==> src/rtl/ram_burst_reader.sv <==
// Burst read initiator for a 1024x64 RAM with one-cycle read latency and a 4-entry output FIFO.
// Optional wrap bursts are enabled by defining RAM_BURST_READER_WRAP_EN.
module ram_burst_reader #(
  parameter int AW = 10,
  parameter int DW = 64,
  parameter int LW = 8
) (
  input  logic          clk,
  input  logic          rst,
  input  logic          req_valid,
  output logic          req_ready,
  input  logic [AW-1:0] req_addr,
  input  logic [LW-1:0] req_len,
`ifdef RAM_BURST_READER_WRAP_EN
  input  logic          req_wrap,
`endif
  output logic [AW-1:0] ram_raddr,
  input  logic [DW-1:0] ram_rd,
  output logic          out_valid,
  input  logic          out_ready,
  output logic [DW-1:0] out_data,
  output logic          out_last,
  output logic          busy
);

  typedef enum logic {IDLE, BUSY} state_t;

  state_t        state, state_nxt;
  logic          rdy_en;
  logic [AW-1:0] base, cur_addr;
  logic [LW-1:0] len;
  logic          wrap_in, wrap_q;
  logic [LW:0]   issued;
  logic          vld_p0, last_p0;
  logic          vld_p1, last_p1;
  logic [DW:0]   fifo_mem [4];
  logic [1:0]    wr_ptr, rd_ptr;
  logic [2:0]    fifo_cnt, inflight;
  logic [DW:0]   head;
  logic          accept, issue, push, pop, done;

`ifdef RAM_BURST_READER_WRAP_EN
  assign wrap_in = req_wrap;
`else
  assign wrap_in = 1'b0;
`endif

  // Wrap only applies to power-of-two lengths; otherwise fall back to incrementing.
  function automatic logic [AW-1:0] next_addr(input logic [AW-1:0] a, input logic [AW-1:0] b,
                                             input logic [LW-1:0] l, input logic w);
    logic [AW-1:0] mask;
    logic [LW:0]   lp1;
    mask = AW'(l);
    lp1  = {1'b0, l} + 1'b1;
    if (w && ((lp1 & {1'b0, l}) == '0))
      return (b & ~mask) | ((a + 1'b1) & mask);
    return a + 1'b1;
  endfunction

  assign accept   = req_valid && req_ready;
  assign inflight = fifo_cnt + 3'(vld_p0) + 3'(vld_p1);
  assign issue    = (state == BUSY) && (issued <= {1'b0, len}) && (inflight < 3'd4);
  assign push     = vld_p1;
  assign head     = fifo_mem[rd_ptr];
  assign out_valid = (fifo_cnt != 3'd0);
  assign out_data  = out_valid ? head[DW-1:0] : '0;
  assign out_last  = out_valid && head[DW];
  assign pop      = out_valid && out_ready;
  assign done     = pop && head[DW];

  always_ff @(posedge clk) begin
    if (!rst) state <= IDLE;
    else      state <= state_nxt;
  end

  always_comb begin
    state_nxt = state;
    case (state)
      IDLE:    if (accept) state_nxt = BUSY;
      BUSY:    if (done)   state_nxt = IDLE;
      default: state_nxt = IDLE;
    endcase
  end

  always_comb begin
    req_ready = 1'b0;
    busy      = 1'b0;
    case (state)
      IDLE:    req_ready = rdy_en;
      BUSY:    busy      = 1'b1;
      default: ;
    endcase
  end

  always_ff @(posedge clk) begin
    if (!rst) begin
      rdy_en    <= 1'b0;
      issued    <= '0;
      ram_raddr <= '0;
      vld_p0    <= 1'b0;
      vld_p1    <= 1'b0;
      wr_ptr    <= '0;
      rd_ptr    <= '0;
      fifo_cnt  <= '0;
    end else begin
      rdy_en <= 1'b1;
      if (accept) issued <= '0;
      else if (issue) issued <= issued + 1'b1;
      // stage A: address presented to the RAM
      if (issue) ram_raddr <= cur_addr;
      vld_p0 <= issue;
      // stage B: RAM data valid on ram_rd
      vld_p1 <= vld_p0;
      if (push) wr_ptr <= wr_ptr + 1'b1;
      if (pop)  rd_ptr <= rd_ptr + 1'b1;
      case ({push, pop})
        2'b10:   fifo_cnt <= fifo_cnt + 1'b1;
        2'b01:   fifo_cnt <= fifo_cnt - 1'b1;
        default: fifo_cnt <= fifo_cnt;
      endcase
    end
  end

  always_ff @(posedge clk) begin
    if (accept) begin
      base     <= req_addr;
      cur_addr <= req_addr;
      len      <= req_len;
      wrap_q   <= wrap_in;
    end else if (issue) begin
      cur_addr <= next_addr(cur_addr, base, len, wrap_q);
    end
    if (issue) last_p0 <= (issued == {1'b0, len});
    last_p1 <= last_p0;
    if (push) fifo_mem[wr_ptr] <= {last_p1, ram_rd};
  end

endmodule

==> config.mk <==
export PLATFORM = sky130hd
export DESIGN_NAME = ram_burst_reader
export DESIGN_NICKNAME = d
export VERILOG_FILES = /design/src/rtl/ram_burst_reader.sv
export SDC_FILE = /design/constraint.sdc
export NUM_CORES = 1
export LEC_CHECK = 0
export BUFFER_PORTS_ARGS = -buffer_cell sky130_fd_sc_hd__buf_4
export CAP_MARGIN = 20
export CELL_PAD_IN_SITES_DETAIL_PLACEMENT = 0
export CELL_PAD_IN_SITES_GLOBAL_PLACEMENT = 2
export CORE_MARGIN = 2
export CORE_UTILIZATION = 48
export CTS_BUF_LIST = sky130_fd_sc_hd__clkbuf_4
export CTS_CLUSTER_DIAMETER = 50
export CTS_CLUSTER_SIZE = 24
export DETAILED_ROUTE_END_ITERATION = 16
export PLACE_DENSITY_LB_ADDON = 0.2
export SYNTH_ARGS = -nofsm -noshare
export SYNTH_HDL_FRONTEND = slang
export SYNTH_SLANG_ARGS = --single-unit
==> constraint.sdc <==
create_clock -name clk -period 5.7 [get_ports clk]
set_clock_uncertainty 0.05 [all_clocks]
set_input_delay 0.57 -clock clk [delete_from_list [all_inputs] [get_ports clk]]
set_output_delay 0.57 -clock clk [all_outputs]
set_load 0.03 [all_outputs]
==> results.toml, run 1 <==
[run_status]
status = "finished, final reports clean"

[sta]
clock.fmax_mhz = 265
tightest_slew_ps = 1030
fin_crit_ps = 3770
tns_ps = 0
finalHoldViolCount = 0
rsz0062_at_grt = "false"
setup_viol = 0
slew_headroom = 0.311
fin_crit_sh = 0.662
hold_ws_ps = 89.2
slew_viol_final = 0

[placed_design]
placed_area_sq_um = 13900
gp_congestion = 0.728
io_buffers = 163
hpwl_mm = 13.6

[yosys]
yosysSeqAreaShare = 0.733
synth_area_leaders = "edfxtp_1 (68%), mux4_2 (12%), dfxtp_1 (5.4%)"
synth_top_area_share = 0.680
ys_types = 42
ys.flop_type = "edfxtp_1"
ys_ff_latch = 312
synth_area_leader_cell = "edfxtp_1"
postSynthCellCount = 669
syn_area_per_cell_sq_um = 18.4
synth_edf_count = 279
synth_area_sq_um = 12300
synth_warnings = 0
synthTopCellsByCount = "edfxtp_1 (279), and2_1 (76), mux4_2 (65)"
syn_nets = 772
synthArstFlopShare = 0
yosysMostFrequentCell = "edfxtp_1"

[setup_path]
rr_worst_depth = 5
crit_arrival_ps = 3150
worstSetupPathType = "register to output pin"
cp_data_required_time_ps = 5080
critPathMaxFanout = 46
start_kind = "register"
end_kind = "output pin"

[final_layout]
post-route-util = 0.602
syn_to_final_growth_pct = 22.9
fillerInstances = 1863
drive_above_1_share = 0.321
nets = 1015
finalInstanceArea_sq_um = 15100

[clock_tree]
cts_buffer_depth = 3
cts_sinks = 312
clk_pin_slew_worst_paths_ps = 160
htree_levels = 1
cts_setup_buffers = 0
cts_buffers = 30
insertion_delay_ps = 740
cts_tree = "done"
cts_root_buffer = "clkbuf_4"

[routing]
wire_per_inst_microns = 18.6
vias = 6694
ant_nets = 0
dr.pass1.iters = 5
post-route-drc-count = 0
first_iter_violations = 460
wirelength_mm = 23.6
vias_per_cell = 5.28

[die]
die_area_sq_um = 27000
ios = 164
die_y_microns = 164
row_count = 58
core_area_sq_um = 25200
dieWidth_microns = 164
initial_core_util = 0.490

[hold_path]
hp-class = "input pin to register"
hold_path_depth = 1

[global_routing]
grt_use_met1 = 0.228
use_met2 = 0.316
grt_overflow = 0
grt_max_degree = 67
track_usage = 0.177
grt_pass1_wl_mm = 37.1
grt_util_met3 = 0.0285
grt_busiest_layer = "met2"
antenna_found_initial = 1
grt_pass1_vias = 7041

[run]
maxCapViolCount = 0

[power]
max-vdd-ir-drop_mv = 0.172
cellPowerDensity_nw_per_um2 = 319
p_leak_uw = 0.00530
[placed cells by master (no fill, tap or decap), types with 10 or more instances in the layout]
cell           netlist  layout
ha_1                16      16
dlygate4sd3_1        0      73
nor2_1              13      13
and2_1              76      72
mux4_2              65      65
buf_4                1     167
o21ai_0             10      10
a21oi_1             17      17
edfxtp_1           279     279
mux2i_1             12      12
inv_1               17      17
clkbuf_4             0      32
nand2_1             39      39
dfxtp_1             33      31
[final cells by class]
type / count / area (sq um) / share of cell area
diodes: 1 / 2.50 / 0.000165
clock buffers: 32 / 240 / 0.0159
clock inverters: 24 / 284 / 0.0187
inverters: 17 / 63.8 / 0.00421
multi-input cells: 311 / 3120 / 0.206
flip-flops and latches: 312 / 9050 / 0.597
well taps: 330 / 413 / 0.0273
repair buffers: 240 / 1980 / 0.131
[per-layer routing]
layer  up-vias  wire length, microns
met5         -                     0
met4         0                   364
met3        29                  1330
met2       183                 12100
met1      3381                  9790
li1       3101                     -
[per-stage QoR]
stage | instances | setup WS [ps] | total power [uW]
finish | 1267 | 1930 | 4840
detailed placement | 1137 | 2560 | 3600
CTS | 1266 | 1710 | 4900
floorplan | 669 | 3090 | 3250
global route | 1267 | 1570 | 5050
global placement | 1137 | 2560 | 3580
[worst paths after layout]
check	endpoint	slack [ps]	start
min reg2reg	last_p1	270	last_p0
max reg2reg	state	3190	register
min	rdy_en	90	rst
max	out_data[18]	1930	register
[logic make-up after synthesis]
| family | count (synthesis) | share of synthesized area |
|---|---|---|
| DFF | 312 | 0.733 |
| and+or+nand+nor | 165 | 0.0760 |
| muxes | 77 | 0.128 |
| buffers and inverters | 46 | 0.0151 |
| AOI/OAI and AO/OA | 40 | 0.0209 |
| adders and majority gates | 17 | 0.0179 |
| xor gates and xnor gates | 12 | 0.00852 |
[timing repair]
action	in CTS	in global routing
hold buffers	73	0
endpoints found under the setup margin	0	0
hold endpoints to repair	265	0
gates resized for setup	0	0
[state kept, by name (all words and copies together) (netlist names), 2 cells and up, named ones only]
| register | cells |
|---|---|
| rd_ptr | 2 |
| fifo_mem | 260 |
| len | 8 |
| issued | 9 |
| wr_ptr | 2 |
| cur_addr | 10 |
| ram_raddr | 10 |
| fifo_cnt | 3 |
[worst max-delay path, cell delays in order, from the launching register on]
cell	delay (ps)
dfxtp_4	990
buf_4	510
mux4_2	550
and2_1	210
buf_4	180
[power by group]
group / switching [uW] / internal (uW) / total [uW]
logic: 509 / 429 / 938
clock network: 857 / 410 / 1270
registers: 79.0 / 2550 / 2630
Power figures use the tool's default switching activity.
==> run 2: changes to the inputs <==
--- a/config.mk
+++ b/config.mk
@@ -5,12 +5,13 @@
 export SDC_FILE = /design/constraint.sdc
 export NUM_CORES = 1
 export LEC_CHECK = 0
+export ABC_AREA = 1
 export BUFFER_PORTS_ARGS = -buffer_cell sky130_fd_sc_hd__buf_4
 export CAP_MARGIN = 20
 export CELL_PAD_IN_SITES_DETAIL_PLACEMENT = 0
 export CELL_PAD_IN_SITES_GLOBAL_PLACEMENT = 2
 export CORE_MARGIN = 2
-export CORE_UTILIZATION = 48
+export CORE_UTILIZATION = 36
 export CTS_BUF_LIST = sky130_fd_sc_hd__clkbuf_4
 export CTS_CLUSTER_DIAMETER = 50
 export CTS_CLUSTER_SIZE = 24
==> constraint.sdc (replaced) <==
create_clock -name clk -period 3.1 [get_ports clk]
set_clock_uncertainty 0.05 [all_clocks]
set_input_delay 0.31 -clock clk [delete_from_list [all_inputs] [get_ports clk]]
set_output_delay 0.31 -clock clk [all_outputs]
set_load 0.03 [all_outputs]
==> run 2 against run 1 <==
Compared with the run above:
- register-to-register slack lost 2200 ps
- synthesized area grew 2.0%
- worst hold slack gained 210 ps
- utilization shrank 14 points
- final cell count grew 44%
- critical path depth grew 1
- largest power group unchanged
- critical path type unchanged
==> results.toml, run 2 <==
[run_status]
status = "finished, final reports clean"

[hold_path]
hold_end = "fifo_mem[2][44]"
hold_path_depth = 2
min_from = "ram_rd[44]"
hp-class = "input pin to register"

[yosys]
yosys.area_share.adder = 0.0175
synth_warnings = 0
synth_area_sq_um = 12600
syn_area_per_cell_sq_um = 11.5
synth_top_area_share = 0.666
yosysSeqAreaShare = 0.719
ys.flop_type = "edfxtp_1"
synth.mux.area_fraction = 0
synthArstFlopShare = 0
synth-simple-area-share = 0.126
synth_edf_count = 279
ys_types = 26
syn_nets = 1193
ys_ff_latch = 312
synthTopCellsByCount = "nor2_1 (288), edfxtp_1 (279), o21ai_0 (143)"
yosysMostFrequentCell = "nor2_1"
synthXorXnorAreaFrac = 0.00697
synth_area_leader_cell = "edfxtp_1"
postSynthCellCount = 1090
synth_top_family_by_area = "simple AND/OR/NAND/NOR gates"
synth_compound_area_frac = 0.0917
synth_area_leaders = "edfxtp_1 (67%), nor2_1 (8.6%), o21ai_0 (5.7%)"

[placed_design]
io_buffers = 163
gp_congestion = 0.735
hpwl_mm = 17.2

[final_layout]
syn_to_final_growth_pct = 26.7
regMostFlops = "fifo_mem"
largest_reg_flops = 260
nets = 1442
mostFrequentLayoutCell = "nor2_1"
mostFrequentLayoutCells = "nor2_1 (288), edfxtp_1 (279), buf_4 (172), o21ai_0 (143), dlygate4sd3_1 (85)"
drive_above_1_share = 0.195
reg_top3 = "fifo_mem (260), cur_addr (10), ram_raddr (10)"

[global_routing]
grt_busiest_layer = "met2"
grt_overflow = 0
grt_util_met3 = 0.0267
track_usage = 0.162
grt_max_degree = 75
antenna_found_initial = 2
grt_pass1_wl_mm = 45.5
use_met2 = 0.279
grt_use_met1 = 0.208
grt_pass1_vias = 8432

[run]
maxCapViolCount = 0

[routing]
post-route-drc-count = 0
dr.pass1.iters = 5
first_iter_violations = 415
wire_per_inst_microns = 16.2
vias_per_cell = 4.67
vias = 8513
wirelength_mm = 29.6
ant_nets = 0

[die]
core_area_sq_um = 34500
die_y_microns = 191
row_count = 68
dieWidth_microns = 191
initial_core_util = 0.365
ios = 164
die_area_sq_um = 36400

[clock_tree]
cts_buffers = 37
insertion_delay_ps = 680
cts_root_buffer = "clkbuf_4"
cts_sinks = 312
cts_tree = "done"
cts_buffer_depth = 3
clk_pin_slew_worst_paths_ps = 140
htree_levels = 2
cts_resized = 0

[setup_path]
cp_data_required_time_ps = 2740
critPathMaxFanout = 74
crit_chain = "clkinv_2 > buf_12 > o21ai_0 > a21oi_1 > buf_4"
start_kind = "register"
worstSetupPathType = "register to output pin"
crit_path_max_incr_delay_ps = 590
reg2reg_to = "cur_addr[7]"
crit_arrival_ps = 2420
end_kind = "output pin"
rr_startpoint = "push"
ff2ff_setup_slack_ps = 960
cp_slowest_cell = "dfxtp_4"
rr_worst_depth = 8

[sta]
fin_crit_sh = 0.896
slew_viol_final = 0
tns_ps = 0
slew_headroom = 0.404
setup_viol = 0
tightest_slew_ps = 894
fin_crit_ps = 2780
rsz0062_at_grt = "false"
finalHoldViolCount = 0
clock.fmax_mhz = 360

[power]
cellPowerDensity_nw_per_um2 = 528
max-vdd-ir-drop_mv = 0.309
p_leak_uw = 0.00600
total_power_uw = 8410
run 2: cell type report:
class                   instances  area (sq um)
diodes                          2          5.00
clock buffers                  40           300
clock inverters                27           369
fillers                      3244         18500
inverters                      63           238
multi-input cells             657          3040
flip-flops and latches        312          9040
well taps                     455           569
repair buffers                268          2360
run 2: worst max-delay path by stage:
stage,from,endpoint,slack [ps],cells past startpoint
2_1_floorplan,wr_ptr[0],fifo_mem[2][0],760,4
4_1_cts,register,out_data[2],260,5
3_5_place_dp,push,cur_addr[9],920,8
3_3_place_gp,register,out_data[34],980,5
5_1_grt,register,out_data[40],180,6
6_report,register,out_data[34],320,5
run 2: logic make-up after synthesis:
kind of cell | count (synthesis)
simple gates | 401
flops | 312
compound gates | 229
buf+inv | 121
fa+ha+maj | 17
xor+xnor | 10
run 2: layer usage:
layer / wire length, microns / up-vias
li1: - / 4277
met1: 13000 / 4004
met2: 14500 / 182
met3: 1420 / 50
met4: 737 / 0
met5: 0 / -
run 2: repair_timing:
action / CTS / global route
hold buffers: 85 / 0
buffers inserted: 0 / 0
endpoints found under the hold margin: 297 / 0
endpoints found under the setup margin: 0 / 0
run 2: worst max-delay path, delay by kind of cell (launching register included):
kind	cells	cell delay (ps)
buf+inv	3	630
flops	1	590
compound gates	2	550
run 2: per-stage QoR:
step / instances / setup slack [ps] / instance area, sq um / utilization / hold slack [ps]
5_1_grt: 1824 / 179 / 15900 / 0.462 / 227
3_3_place_gp: 1670 / 977 / 14400 / 0.418 / 308
6_report: 1824 / 321 / 15900 / 0.462 / 297
2_1_floorplan: 1090 / 764 / 12600 / - / 273
4_1_cts: 1822 / 262 / 15900 / 0.462 / 223
3_5_place_dp: 1670 / 919 / 14400 / 0.418 / 294
run 2: report_power, final:
| part | internal (uW) | switching [uW] |
|---|---|---|
| Combinational | 350 | 537 |
| Clock | 1250 | 1580 |
| Sequential | 4640 | 51.4 |
==> run 3: changes to the inputs <==
--- a/config.mk
+++ b/config.mk
@@ -5,13 +5,12 @@
 export SDC_FILE = /design/constraint.sdc
 export NUM_CORES = 1
 export LEC_CHECK = 0
-export ABC_AREA = 1
-export BUFFER_PORTS_ARGS = -buffer_cell sky130_fd_sc_hd__buf_4
+export BUFFER_PORTS_ARGS = -buffer_cell sky130_fd_sc_hd__buf_2
 export CAP_MARGIN = 20
 export CELL_PAD_IN_SITES_DETAIL_PLACEMENT = 0
 export CELL_PAD_IN_SITES_GLOBAL_PLACEMENT = 2
 export CORE_MARGIN = 2
-export CORE_UTILIZATION = 36
+export CORE_UTILIZATION = 40
 export CTS_BUF_LIST = sky130_fd_sc_hd__clkbuf_4
 export CTS_CLUSTER_DIAMETER = 50
 export CTS_CLUSTER_SIZE = 24
==> run 3 against run 2 <==
Compared with the run above:
- worst hold slack worse by 51 ps
- clock power down 17%
- register-to-register slack worse by 200 ps
- cell area decreased by 4.9%
- power up 5.3%
- count of clock-buffer cells in the layout shrank 7
- critical path depth shrank 1
- combinational power grew 95%
- sequential cell count unchanged
- non-clock buffer count increased by 1
- via count fell by 20%
- largest cell class unchanged
- highest routed layer unchanged
==> results.toml, run 3 (synthesis gave the netlist of run 1 again) <==
[sta]
clock.fmax_mhz = 354
rsz0062_at_grt = "false"
tightest_slew_ps = 676
slew_headroom = 0.550
slew_viol_final = 0
fin_crit_sh = 0.910
fin_crit_ps = 2820
tns_ps = 0
finalHoldViolCount = 0
setup_viol = 0
hold_ws_ps = 245

[hold_path]
hold_path_depth = 2
hold_end = "fifo_mem[2][48]"
hp-class = "input pin to register"
min_from = "ram_rd[48]"

[run]
maxCapViolCount = 0

[die]
row_count = 64
die_area_sq_um = 32200
ios = 164
initial_core_util = 0.404
core_area_sq_um = 30500
die_y_microns = 180
dieWidth_microns = 180

[setup_path]
rr_startpoint = "issued[2]"
critPathMaxFanout = 36
critPathBufInv = 2
cp_data_required_time_ps = 2740
reg2reg_to = "issued[5]"
crit_chain = "buf_12 > mux4_2 > and2_1 > buf_2"
worstSetupPathType = "register to output pin"
ff2ff_setup_slack_ps = 760
crit_arrival_ps = 2460
start_kind = "register"
crit_family = "flip-flops"
crit_path_max_incr_delay_ps = 680
rr_worst_depth = 6
path_depth = 4
end_kind = "output pin"
cp_slowest_cell = "dfxtp_4"

[routing]
vias = 6792
post-route-drc-count = 0
first_iter_violations = 428
vias_per_cell = 4.98
dr.pass1.iters = 4
ant_nets = 0
wirelength_mm = 25.0
wire_per_inst_microns = 18.3

[global_routing]
track_usage = 0.155
grt_overflow = 0
grt_pass1_wl_mm = 39.8
antenna_found_initial = 1
grt_max_degree = 67
grt_pass1_vias = 7327

[power]
cellPowerDensity_nw_per_um2 = 584
max-vdd-ir-drop_mv = 0.325
p_leak_uw = 0.00538

[clock_tree]
cts_buffers = 31
cts_buffer_depth = 3
cts_sinks = 312
insertion_delay_ps = 750
htree_levels = 1
clk_pin_slew_worst_paths_ps = 140
cts_tree = "done"
cts_root_buffer = "clkbuf_4"

[final_layout]
syn_to_final_growth_pct = 22.9
fillerInstances = 2606
nets = 1045
largest_reg_flops = 260
mostFrequentLayoutCell = "edfxtp_1"
mostFrequentLayoutCells = "edfxtp_1 (279), buf_2 (163), dlygate4sd3_1 (85), and2_1 (72), mux4_2 (65)"
reg_top3 = "fifo_mem (260), cur_addr (10), ram_raddr (10)"
regMostFlops = "fifo_mem"
drive_above_1_share = 0.325
final_cells = 1364

[placed_design]
dp.cells = 1212
io_buffers = 163
hpwl_mm = 15.3
gp_congestion = 0.708

[run_status]
status = "finished, final reports clean"
-- run 3: changes by cell type in the layout (fill, tap and decap cells not counted), sizes merged, moves of 54 or more --
| cell | change |
|---|---|
| a21oi | -64 |
| and2 | +76 |
| o21ai | -136 |
| inv | -54 |
| mux4 | +65 |
| nor2 | -283 |
-- run 3: layout make-up --
| class | count | area (sq um) | share of cell area |
|---|---|---|---|
| inverters | 17 | 63.8 | 0.00421 |
| multi-input cells | 311 | 3120 | 0.206 |
| flip-flops and latches | 312 | 9050 | 0.597 |
| diodes | 2 | 5.00 | 0.000330 |
| repair buffers | 269 | 1910 | 0.126 |
| well taps | 396 | 495 | 0.0327 |
| clock buffers | 33 | 248 | 0.0163 |
| clock inverters | 24 | 273 | 0.0180 |
-- run 3: worst max path at each step --
stage               slack (ps)      endpoint   startpoint
global route                80  out_data[15]  fifo_cnt[1]
detailed placement         810     issued[5]    issued[2]
floorplan                  490   cur_addr[0]    issued[2]
global placement           840  out_data[40]     register
finish                     280  out_data[24]     register
CTS                         10  out_data[40]     register
-- run 3: per-stage QoR --
step           setup WS, ps  total power, uW  instance area [sq um]  utilization
4_1_cts                11.7             8960                  15100        0.494
5_1_grt                76.8             9270                  15200        0.497
2_1_floorplan           491             5980                  12300            -
3_5_place_dp            813             6510                  13700        0.449
6_report                278             8860                  15200        0.497
3_3_place_gp            843             6480                  13700        0.449
-- run 3: repair_timing --
action	4_1_cts	5_1_grt
gates resized for setup	0	0
endpoints found under the setup margin	0	25
buffers inserted	0	8
hold buffers	85	0
endpoints found under the hold margin	285	0
-- run 3: report_power, final --
group / leakage [uW] / internal, uW / switching (uW) / total [uW]
Sequential: 0.00279 / 4690 / 76.8 / 4770
Combinational: 0.00230 / 709 / 1020 / 1730
Clock: 0.000284 / 930 / 1430 / 2360
-- run 3: metal layers --
layer	part of all wire	GRT usage	vias to the layer above	routed length [microns]
met2	0.51	0.273	149	12800
met4	0.018	0.0348	0	457
met1	0.43	0.200	3446	10700
met3	0.043	0.0278	39	1080
met5	0	0	-	0
li1	-	-	3158	-
